--- src/rtl/rs_channel_pkg.sv ---
// Shared definitions for the channel-impairment blocks (injector, comparator, bit generator).
package rs_channel_pkg;

  localparam int          WINDOW_LEN = 100;
  localparam int          RATE_W     = 7;
  localparam logic [15:0] LFSR_POLY  = 16'hB400;

  typedef enum logic {IDLE, RUN} state_e;

  function automatic logic [RATE_W-1:0] clamp_rate(input logic [RATE_W-1:0] rate);
    return (rate > RATE_W'(WINDOW_LEN)) ? RATE_W'(WINDOW_LEN) : rate;
  endfunction

endpackage

--- src/rtl/lfsr16.sv ---
// 16-bit Galois LFSR (x^16+x^14+x^13+x^11+1), steps once per cycle with advance high.
// Zero seed is replaced by 1 so the register never locks up.
module lfsr16
  import rs_channel_pkg::*;
(
  input  logic        clk,
  input  logic        rst,
  input  logic        advance,
  input  logic [15:0] seed,
  output logic [15:0] state
);

  logic [15:0] state_q, state_d, seed_eff;

  always_comb begin
    seed_eff = (seed == 16'h0000) ? 16'h0001 : seed;
    state_d  = state_q;
    if (advance) begin
      state_d = {1'b0, state_q[15:1]} ^ (state_q[0] ? LFSR_POLY : 16'h0000);
    end
  end

  always_ff @(posedge clk) begin
    if (rst) state_q <= seed_eff;
    else     state_q <= state_d;
  end

  assign state = state_q;

endmodule

--- src/rtl/bit_error_injector.sv ---
// Flips exactly min(error_rate,100) bits per 100-bit window at LFSR-chosen positions.
// Latency: clk_in rise before edge k -> bit_out/clk_out valid after edge k+1; no backpressure.
module bit_error_injector
  import rs_channel_pkg::*;
#(
  parameter logic [15:0] LFSR_SEED   = 16'hACE1,
  parameter int          STROBE_HIGH = 2
) (
  input  logic              clk,
  input  logic              rst,
  input  logic              enable,
  input  logic              bit_in,
  input  logic              clk_in,
  input  logic [RATE_W-1:0] error_rate,
  output logic              bit_out,
  output logic              clk_out,
  output logic              inject_flag,
  output logic [RATE_W-1:0] window_errors,
  output logic              window_done
);

  localparam int CNT_W = $clog2(STROBE_HIGH + 1);

  logic              clk_in_d1_q, clk_in_d2_q, bit_d1_q;
  state_e            state_q, state_d;
  logic [RATE_W-1:0] bit_idx_q, bit_idx_d;
  logic [RATE_W-1:0] err_cnt_q, err_cnt_d;
  logic [RATE_W-1:0] rate_q, rate_d;
  logic [CNT_W-1:0]  strb_cnt_q, strb_cnt_d;
  logic              bit_out_q, bit_out_d;
  logic              inject_q, inject_d;
  logic [RATE_W-1:0] win_err_q, win_err_d;
  logic              win_done_q, win_done_d;

  logic              ev, inject, hit, lfsr_adv;
  logic [RATE_W-1:0] rate_eff, remain, budget;
  logic [13:0]       prod_lfsr, prod_budget;
  logic [6:0]        lfsr_rand;
  logic [8:0]        lfsr_unused;

  lfsr16 u_lfsr (
    .clk     (clk),
    .rst     (rst),
    .advance (lfsr_adv),
    .seed    (LFSR_SEED),
    .state   ({lfsr_unused, lfsr_rand})
  );

  always_comb begin
    state_d    = state_q;
    bit_idx_d  = bit_idx_q;
    err_cnt_d  = err_cnt_q;
    rate_d     = rate_q;
    strb_cnt_d = strb_cnt_q;
    bit_out_d  = bit_out_q;
    inject_d   = inject_q;
    win_err_d  = win_err_q;
    win_done_d = 1'b0;
    lfsr_adv   = 1'b0;
    inject     = 1'b0;

    ev = clk_in_d1_q & ~clk_in_d2_q;

    // Remaining flip budget vs. remaining slots: once they meet every slot must flip,
    // which is what makes the per-window count exact.
    rate_eff    = (bit_idx_q == '0) ? clamp_rate(error_rate) : rate_q;
    remain      = RATE_W'(WINDOW_LEN) - bit_idx_q;
    budget      = rate_eff - err_cnt_q;
    prod_lfsr   = {7'b0, lfsr_rand} * {7'b0, remain};
    prod_budget = {budget, 7'b0};
    hit         = (budget >= remain) || ((budget != '0) && (prod_lfsr < prod_budget));

    case (state_q)
      IDLE: begin
        bit_idx_d = '0;
        err_cnt_d = '0;
        if (enable) state_d = RUN;
      end
      RUN: begin
        if (ev) begin
          inject   = hit;
          lfsr_adv = 1'b1;
          if (bit_idx_q == '0) rate_d = rate_eff;
          if (bit_idx_q == RATE_W'(WINDOW_LEN - 1)) begin
            win_err_d  = err_cnt_q + RATE_W'(inject);
            win_done_d = 1'b1;
            bit_idx_d  = '0;
            err_cnt_d  = '0;
          end else begin
            bit_idx_d = bit_idx_q + 1'b1;
            err_cnt_d = err_cnt_q + RATE_W'(inject);
          end
        end
        if (!enable) begin
          state_d   = IDLE;
          bit_idx_d = '0;
          err_cnt_d = '0;
        end
      end
    endcase

    // A new event reloads the strobe counter, so back-to-back bits merge into one pulse.
    if (ev) begin
      bit_out_d  = bit_d1_q ^ inject;
      inject_d   = inject;
      strb_cnt_d = CNT_W'(STROBE_HIGH);
    end else if (strb_cnt_q != '0) begin
      strb_cnt_d = strb_cnt_q - 1'b1;
    end
  end

  always_ff @(posedge clk) begin
    if (rst) begin
      clk_in_d1_q <= 1'b0;
      clk_in_d2_q <= 1'b0;
      bit_d1_q    <= 1'b0;
      state_q     <= IDLE;
      bit_idx_q   <= '0;
      err_cnt_q   <= '0;
      rate_q      <= '0;
      strb_cnt_q  <= '0;
      bit_out_q   <= 1'b0;
      inject_q    <= 1'b0;
      win_err_q   <= '0;
      win_done_q  <= 1'b0;
    end else begin
      clk_in_d1_q <= clk_in;
      clk_in_d2_q <= clk_in_d1_q;
      bit_d1_q    <= bit_in;
      state_q     <= state_d;
      bit_idx_q   <= bit_idx_d;
      err_cnt_q   <= err_cnt_d;
      rate_q      <= rate_d;
      strb_cnt_q  <= strb_cnt_d;
      bit_out_q   <= bit_out_d;
      inject_q    <= inject_d;
      win_err_q   <= win_err_d;
      win_done_q  <= win_done_d;
    end
  end

  assign bit_out       = bit_out_q;
  assign clk_out       = (strb_cnt_q != '0);
  assign inject_flag   = inject_q;
  assign window_errors = win_err_q;
  assign window_done   = win_done_q;

endmodule

--- config.mk ---
export PLATFORM = sky130hd
export DESIGN_NAME = bit_error_injector
export DESIGN_NICKNAME = d
export VERILOG_FILES = /design/src/rtl/rs_channel_pkg.sv /design/src/rtl/lfsr16.sv /design/src/rtl/bit_error_injector.sv
export SDC_FILE = /design/constraint.sdc
export NUM_CORES = 1
export LEC_CHECK = 0
export ABC_AREA = 1
export CAP_MARGIN = 40
export CORE_AREA = 2 2 126 97
export DETAILED_ROUTE_END_ITERATION = 16
export DIE_AREA = 0 0 128 99
export GPL_TIMING_DRIVEN = 1
export PLACE_DENSITY = 0.63
export RECOVER_POWER = 50
export SYNTH_ARGS = -nofsm -noshare
export SYNTH_HDL_FRONTEND = slang
export SYNTH_SLANG_ARGS = --single-unit
--- constraint.sdc ---
create_clock -name clk -period 7.9 [get_ports clk]
set_input_delay 0.79 -clock clk [delete_from_list [all_inputs] [get_ports clk]]
set_output_delay 0.79 -clock clk [all_outputs]
set_load 0.03 [all_outputs]
=== Word level (Yosys, flattened, before mapping) ===
Index checks and enable logic that the tools add are counted.
Widths: inputs -> output; s select.

* Bits of input ports: 12
* Output and inout bits: 11
* Register bits after elaboration: 53

* Add/subtract/negate cells: 5
* Reductions and logical operators: 10
* Multipliers: 1
* $lt $le $gt $ge: 3
* Bitwise operators: 6
* Equal/unequal tests: 2
* Muxes and demuxes: 19

{| class="wikitable"
|+ Operator list
! cell !! count
|-
| $mux 7 || 8
|-
| $pmux 7 s2 || 2
|-
| $mux 16 || 1
|-
| $xor 15x16->16 || 1
|-
| $lt 14x14->1 || 1
|-
| $mul 7x7->14 || 1
|-
| $add 7x1->7 || 1
|-
| $add 7x1->7 const B || 1
|-
| $eq 7x7->1 const B || 1
|-
| $ge 7x7->1 || 1
|-
| $gt 7x7->1 const B || 1
|-
| $logic_not 7->1 || 1
|-
| $reduce_bool 7->1 || 1
|-
| $sub 7x7->7 || 1
|-
| $sub 7x7->7 const A || 1
|-
| $mux 1 || 6
|-
| $reduce_and 3->1 || 2
|-
| $mux 2 || 2
|-
| $reduce_bool 2->1 || 2
|-
| $ne 3x2->1 const B || 1
|-
| $not 1->1 || 3
|-
| $reduce_or 3->1 || 1
|-
| $reduce_or 2->1 || 1
|-
| $sub 2x1->2 const B || 1
|-
| 4 further kinds || 4
|}

=== Longest topological paths before layout ===
Gate-level depths: netlist of run 1.

* Word-level depth: 12
* Mapped depth: 46
* Gate-level depth less buffers: 45

=== Cells and area by module ===
From an unflattened synthesis of run 1, not the netlist that was laid out.

* Cells, all modules: 623
* Area, all modules: 4,623.2 sq um

{| class="wikitable"
|+ By module, submodules not included
! module !! times used !! cells an instance !! seq. area each (sq um) !! area each (sq um)
|-
| bit_error_injector || 1 || 539 || 740.7 || 3,843.7
|-
| lfsr16 || 1 || 84 || 480.5 || 779.5
|}

=== Worst setup path before layout of run 1 ===
No wires, ideal clock.

* Kind: register -> register
* From: reg bit_idx_q[0]
* To: reg err_cnt_q[6]
* Path slack: 1.134 ns
* Data arrival time: 6.639 ns
* Cell stages (with the launch flop): 43
* Setup time: 0.128 ns
* Buffers on the path: 1
* Cell sequence: dfxtp_1 buf_4 inv_1 ha_1 inv_1 a21oi_1 or2_2 nand2_1 inv_1 nand2_1 fa_1 fa_1 inv_1 fa_1 inv_1 fa_1 inv_1 ha_1 [... 7 more ...] nand2_2 a21oi_4 o21bai_4 xor2_1 inv_1 ha_1 a21oi_1 nor2_1 a211oi_1 nand3_2 nand2_4 ha_1 ha_1 nand2_1 nor3_1 xor2_1 a22oi_1 nor2_1

* Word-level cells in the longest chain between the ends: 11
* Elaborated cells between the ends (all ways): 16
* Classes of those cells: add/sub: 3; mul: 1; order compare: 2; eq/ne: 1; mux: 5; reduce/logical: 4

{| class="wikitable"
|+ Ends and longest elaborated chain
! item !! RTL line !! text
|-
| start: declaration || bit_error_injector.sv:26 || <nowiki>logic [RATE_W-1:0] bit_idx_q, bit_idx_d;</nowiki>
|-
| start signal: assignment || bit_error_injector.sv:131 || <nowiki>bit_idx_q <= bit_idx_d;</nowiki>
|-
| parallel branches: the longest is 7 deep, another holds $mul 7x7->14 || n/a ||
|-
| $mux 7 (*) || bit_error_injector.sv:84 || <nowiki>if (bit_idx_q == RATE_W'(WINDOW_LEN - 1)) begin</nowiki>
|-
| $mux 7 (*) || bit_error_injector.sv:80 || <nowiki>if (ev) begin</nowiki>
|-
| $mux 7 (*) || bit_error_injector.sv:94 || <nowiki>if (!enable) begin</nowiki>
|-
| $pmux 7 s2 (*) || bit_error_injector.sv:73 || <nowiki>case (state_q)</nowiki>
|-
| end signal: assignment || bit_error_injector.sv:132 || <nowiki>err_cnt_q <= err_cnt_d;</nowiki>
|-
| end: declaration || bit_error_injector.sv:27 || <nowiki>logic [RATE_W-1:0] err_cnt_q, err_cnt_d;</nowiki>
|}

Every way passes the cells marked *. The select of a mux whose other input is x is not followed.
A chain may end at the register's enable or synchronous reset.

=== Final worst setup path of run 1 ===
Ends and elaborated chain as after synthesis.

==> metrics, run 1 <==
status=finished clean; Reg clk slew, reported paths=approximately 0.080 ns; fin. max-slew vios=0; Sink Count=53; Routed WL=10350 um; Yosys top cell by area=dfxtp_1; cts bufs inserted=5; FILL cells=~1200; worst-margin pin slew=between 0.8 and 0.9 ns; largest net degree at the start of global routing=30; Seq/Total Area, Yosys=between 20% and 30%; core area=between 0.01 and 0.015 mm2; final hold viol count=0; Peak VDD IR=roughly 0.00008 V; crit start category=register; share of layout cells above drive strength 1=between 5 and 6%; P_leak=2.519 nW; initial core utilization=between 30 and 40%; first-pass GRT wire length=about 18000 um; Synth Flop Type=dfxtp_1; post-route ant nets=0; top-count cell post-synth=nand2_1; RSZ-0062 raised after global routing=false; Final Cycle Share=roughly 90%; htree depth=2; Multi-input gate area=roughly 0.0030 mm2; EDFF count, synth=0; clock skew=~0.01 ns; Slew headroom=between 40% and 50%; Clock Latency Late Sink=roughly 0.30 ns; Setup TNS Final=0 ns; endpoints failing setup=0; DP HPWL=roughly 8300 um; ANT cells=0; Area Growth Syn to Fin=10.53%; CP Capture Type=register; Critical Path Fanout Max=10; crit-path leading delay family=adder cells; wire per inst=~13 um; root buffer cell=clkbuf_16; Worst Path Buf+Inv=8; register area=between 0.001 and 0.0015 mm2; Via density=4.973; vias in the first global route=3639; dpl ws=0.3224 ns; number of max-cap violations=0; asr flop ratio synth=0%; CP required=8.13 ns; CTS tree=yes; critical path class=reg2reg; minimum clock period after layout=between 7 and 8 ns; grt ovf=0; final net count=between 700 and 800; warning count from the yosys run=0; Die W=roughly 130 um; synthesized area=between 0.004 and 0.005 mm2; cell row count=34; Crit-path slowest cell=fa_1; FF+latch count, synth=53; post-synthesis net count=705; I/O pin cnt=23; syn_area_per_cell=7.290 um2; Worst Hold Class=reg2reg; most instantiated cells after synthesis=nand2_1, inv_1, nor2_1; Post-Syn Instances=between 600 and 700; upper clock frequency limit=about 140 MHz; Max Buffers Root-to-Sink=2; setup ws final=between 0.6 and 0.7 ns; crit path DAT=around 7.5 ns; Die Span Y=just under 100 um; gr usage total=16.95%; Yosys top cell area share=a little under a quarter; top post-synthesis cells by area=dfxtp_1, ha_1, nand2_1, fa_1, inv_1; 1st-pass router iterations=5; IO Port Bufs=22; 1st-iter DRT viols=240; slowest cell delay on critical path=0.54 ns; DRC errors left=0; vias post-DR=about 3800; initial antenna violation count=0; Final GP Congestion=approximately 0.9; Die ar.=0.01267 mm2; Yosys cell types=38; PwrDens=141.7 mW/mm2
==> final cells by class <==
type	count	area share, %
inverter	105	7.991
sequential	53	21.45
clock inverter	3	0.5042
tap	144	3.630
clock buffer	5	2.521
timing repair buffer	22	4.437
multi-input combinational	442	59.47
==> registers in the layout, indices dropped and copies added (netlist names) <==
| register | count |
|---|---|
| bit_out | 1 |
| strb_cnt_q | 2 |
| rate_q | 7 |
| err_cnt_q | 7 |
| window_errors | 7 |
| bit_idx_q | 7 |
| u_lfsr.state | 16 |
| clk_in_d1_q | 1 |
| window_done | 1 |
| clk_in_d2_q | 1 |
| state_q | 1 |
| bit_d1_q | 1 |
| inject_flag | 1 |
==> layer usage <==
metal | share of wire [%] | vias up | GRT usage, %
met5 | 0 | - | 0
met4 | 0.86 | 0 | 3.804
met3 | 5.5 | 6 | 3.366
met2 | 40 | 88 | 24.80
met1 | 53 | 1782 | 25.63
li1 | - | 1973 | -
==> final timing paths <==
path | from | endpoint | slack (ns) | cells past startpoint
hold reg to reg | clk_in_d1_q | clk_in_d2_q | 0.43 | 2
hold / removal | clk_in_d1_q | clk_in_d2_q | 0.43 | 2
setup / recovery | bit_idx_q[0] | err_cnt_q[6] | 0.66 | 41
setup reg to reg | bit_idx_q[0] | err_cnt_q[6] | 0.66 | 41
==> per-stage QoR <==
stage,std cells,power (W),utilization [%],cell area [um2],hold WS [ns]
5_1_grt,774,0.0007513,43.54,4964,0.4596
6_report,774,0.0007034,43.54,4964,0.4309
3_5_place_dp,766,0.0004865,42.12,4802,0.4237
4_1_cts,774,0.0007092,43.44,4952,0.4343
2_1_floorplan,616,0.0004370,-,4491,0.4107
3_3_place_gp,766,0.0004784,42.12,4802,0.4170
==> worst register-to-register path, delay by kind of cell (launching register included) <==
kind,cells,cell delay [ns]
XOR/XNOR,2,0.34
flip-flops,1,0.42
adder cells (fa/ha/maj),9,3.22
AO/OA/AOI/OAI,7,0.93
buffers and inverters,8,0.59
AND/OR/NAND/NOR,15,1.67
==> layout by cell type (no fill, tap or decap), types with 4 or more instances in the layout <==
cell type	synthesis	final
o211ai_1	9	9
nand3_2	5	5
inv_1	101	100
xor2_1	14	14
o21ai_0	27	27
fa_1	24	24
dfxtp_1	53	52
dlygate4sd3_1	0	12
nand2_1	139	140
nand4_1	5	5
clkbuf_16	0	5
nor3_1	9	8
nor2_1	66	66
ha_1	53	53
nand2_2	5	4
nand3_1	20	20
clkdlybuf4s50_1	0	10
a21oi_1	39	39
==> where the power goes <==
group	leakage [nW]	internal, W	total (W)	switching (W)
Clock	0.0708	0.000120	0.000220	0.000101
Combinational	2.02	0.0000786	0.000205	0.000126
Sequential	0.431	0.000273	0.000278	0.00000528
Total	2.52	0.000471	0.000703	0.000232
==> cells by family after synthesis <==
kind of cell	Yosys count	share of synthesized area (%)
adder cells (fa/ha/maj)	77	25.47
buffers and inverters	121	10.81
XOR/XNOR	17	3.316
AND/OR/NAND/NOR	261	25.41
flip-flops	53	23.63
AO/OA/AOI/OAI	87	11.37
==> what timing repair did <==
action	4_1_cts	5_1_grt
setup endpoints to repair	0	8
setup buffers	0	0
hold buffers	0	0
resized for setup	0	5
No activity file was read; power rests on OpenSTA's default activity.
==> run 2, diff against run 1 <==
--- a/config.mk
+++ b/config.mk
@@ -7,12 +7,13 @@
 export LEC_CHECK = 0
 export ABC_AREA = 1
 export CAP_MARGIN = 40
-export CORE_AREA = 2 2 126 97
+export CORE_AREA = 10 10 134 105
 export DETAILED_ROUTE_END_ITERATION = 16
-export DIE_AREA = 0 0 128 99
+export DIE_AREA = 0 0 144 115
 export GPL_TIMING_DRIVEN = 1
 export PLACE_DENSITY = 0.63
 export RECOVER_POWER = 50
+export REMOVE_ABC_BUFFERS = 1
 export SYNTH_ARGS = -nofsm -noshare
 export SYNTH_HDL_FRONTEND = slang
 export SYNTH_SLANG_ARGS = --single-unit
==> run 2 against run 1 <==
Against the previous run: via count grew 0.18%; total power down 2.1%; hold slack got worse by 0.0040 ns; flip-flop and latch count is the same; critical path depth grew 2; first-iteration DRC count increased by 1.3%.
==> metrics, run 2 (synthesis results as in run 1) <==
Critical Path Most Common Cell=nand2_1; core area=0.01144 mm2 (+0.37%); R2R Setup Slk=0.63 ns (-0.03 ns); R2R cell count=43 (+4.9%); slowest cell delay on critical path=0.55 ns (about the same); initial core utilization=39.24% (-0.15 points); Clock Latency Late Sink=0.29 ns (about the same); first-pass GRT wire length=17270 um (-1.3%); internal power=0.0004669 W (-0.92%); Max Buffers Root-to-Sink=2 (unchanged); commonest non-fill, non-tap cell in the layout=nand2_1; Critical Path Fanout Max=10 (unchanged); minimum clock period after layout=7.274 ns (+0.03405 ns); Post-CTS Setup Bufs=0 (unchanged); CP Capture Type=register; Hold EP=clk_in_d2_q; worst flop-to-flop path endpoint=err_cnt_q[6]; final hold viol count=0 (unchanged); crit start category=register; Sink Count=53 (unchanged); Clock power frac=30.4% (-0.9 points); total power=0.0006884 W (-2.1%); Reg2Reg Launch Point=bit_idx_q[0]; IO Port Bufs=22 (unchanged); htree depth=2 (unchanged); worst-margin pin slew=0.8769 ns (+0.01173 ns); CP required=8.12 ns (about the same); initial antenna violation count=0 (unchanged); share of layout cells above drive strength 1=5.397% (-0.48 points); Area Growth Syn to Fin=10.06%; Worst Hold Class=reg2reg; Final Cycle Share=92.07% (+0.43 points); RSZ-0062 raised after global routing=false; Routed WL=10230 um (-1.2%); Final GP Congestion=0.9123 (+0.45%); cell row count=34 (unchanged); Hold Crit Start=clk_in_d1_q; upper clock frequency limit=137.5 MHz (-0.47%); power share of the combinational group=29.2% (about the same); DP HPWL=8255 um (-0.25%); CTS tree=yes; P_leak=2.518 nW (about the same); hold depth=2 (unchanged); FILL cells=1179 (-1.7%); largest net degree at the start of global routing=30 (unchanged); P_sw=0.0002216 W (-4.6%); Peak VDD IR=0.00008446 V (+4.3%); final net count=718 (unchanged); crit path DAT=7.50 ns (+0.03 ns); DRC errors left=0 (unchanged); max reg flops=16 (unchanged); status=finished clean; PwrDens=139.3 mW/mm2 (-1.7%); sequential share of power=40.4% (+0.9 points); Via density=4.982 (+0.18%); critical path class=reg2reg; Die W=144 um (+13%); number of max-cap violations=0 (unchanged); endpoints failing setup=0 (unchanged); wire per inst=13.21 um (-1.2%); Die ar.=0.01656 mm2 (+31%); crit-path leading delay family=adder cells; vias post-DR=3856 (+0.18%); gr usage total=12.62% (-4.3 points); fin. max-slew vios=0 (unchanged); 1st-pass router iterations=5 (unchanged); Setup TNS Final=0 ns (unchanged); Crit-path slowest cell=fa_1; vias in the first global route=3672 (+0.91%); cts bufs inserted=5 (unchanged); clock skew=0.009192 ns (-0.0008764 ns); Slew headroom=41.48% (-0.78 points); I/O pin cnt=23 (unchanged); Reg clk slew, reported paths=0.07 ns (about the same); Die Span Y=115 um (+16%); ANT cells=0 (unchanged); 1st-iter DRT viols=243 (+1.3%); grt ovf=0 (unchanged); most frequent cells in the layout=nand2_1, inv_1, nor2_1; post-route ant nets=0 (unchanged); root buffer cell=clkbuf_16; Net Sw Frac=32.18% (-0.82 points); Worst Path Buf+Inv=8 (unchanged)
[run 2: cell types whose count changed in the layout (fill, tap and decap cells not counted), sizes merged]
cell,before,now
clkdlybuf4s50,10,9
clkbuf,5,6
clkinvlp,1,0
inv,106,104
clkinv,1,3
dlygate4sd3,12,13
[run 2: area by class of cell]
class | count | area [um2] | share of cell area (%)
multi-input cells | 442 | 2942 | 59.52
repair buffers | 22 | 220.2 | 4.456
well taps | 144 | 180.2 | 3.646
inverters | 105 | 396.6 | 8.025
clock buffers | 6 | 128.9 | 2.608
flip-flops and latches | 53 | 1065 | 21.54
clock inverters | 2 | 10.01 | 0.2025
[run 2: how the worst max path moves through the flow]
stage / startpoint / endpoint / depth (start not counted)
floorplan: bit_idx_q[0] / err_cnt_q[6] / 41
global route: bit_idx_q[0] / err_cnt_q[6] / 43
finish: bit_idx_q[0] / err_cnt_q[6] / 43
detailed placement: bit_idx_q[0] / err_cnt_q[6] / 43
global placement: bit_idx_q[0] / err_cnt_q[6] / 43
CTS: bit_idx_q[0] / err_cnt_q[6] / 43
[run 2: power groups by stage]
| stage | clock network (W) | logic (W) | registers [W] |
|---|---|---|---|
| 2_1_floorplan | 0 | 0.000150 | 0.000284 |
| 3_3_place_gp | 0 | 0.000193 | 0.000284 |
| 3_5_place_dp | 0 | 0.000199 | 0.000284 |
| 4_1_cts | 0.000216 | 0.000202 | 0.000278 |
| 5_1_grt | 0.000226 | 0.000231 | 0.000279 |
| 6_report | 0.000209 | 0.000201 | 0.000278 |
[run 2: worst reg2reg max path, delay by kind of cell, from the launching register on]
kind | cells | cell delay (ns)
AND/OR/NAND/NOR | 17 | 1.61
XOR/XNOR | 2 | 0.35
adder cells (fa/ha/maj) | 9 | 3.33
buffers and inverters | 8 | 0.58
AO/OA/AOI/OAI | 7 | 0.93
flip-flops | 1 | 0.41
[run 2: what timing repair did]
item	CTS	global route
gates resized for setup	0	3
hold buffers	0	0
setup endpoints to repair	0	5
[run 2: per-stage QoR]
| step | setup slack, ns | hold slack [ns] | area (um2) | util (%) | std cells |
|---|---|---|---|---|---|
| detailed placement | 0.3765 | 0.4199 | 4802 | 41.96 | 766 |
| finish | 0.6262 | 0.4269 | 4942 | 43.19 | 774 |
| CTS | 0.3693 | 0.4254 | 4941 | 43.18 | 774 |
| global route | 0.03487 | 0.4496 | 4942 | 43.19 | 774 |
| floorplan | 1.074 | 0.4104 | 4402 | - | 600 |
| global placement | 0.6717 | 0.4153 | 4802 | 41.96 | 766 |
[run 2: layer usage]
layer	up-vias	global-route usage, %	share of wire, %	wire (um)
li1	1971	-	-	-
met1	1795	18.22	51	5239
met2	82	19.14	42	4325
met3	8	2.349	5.7	585
met4	0	2.512	0.74	76
met5	-	0	0	0
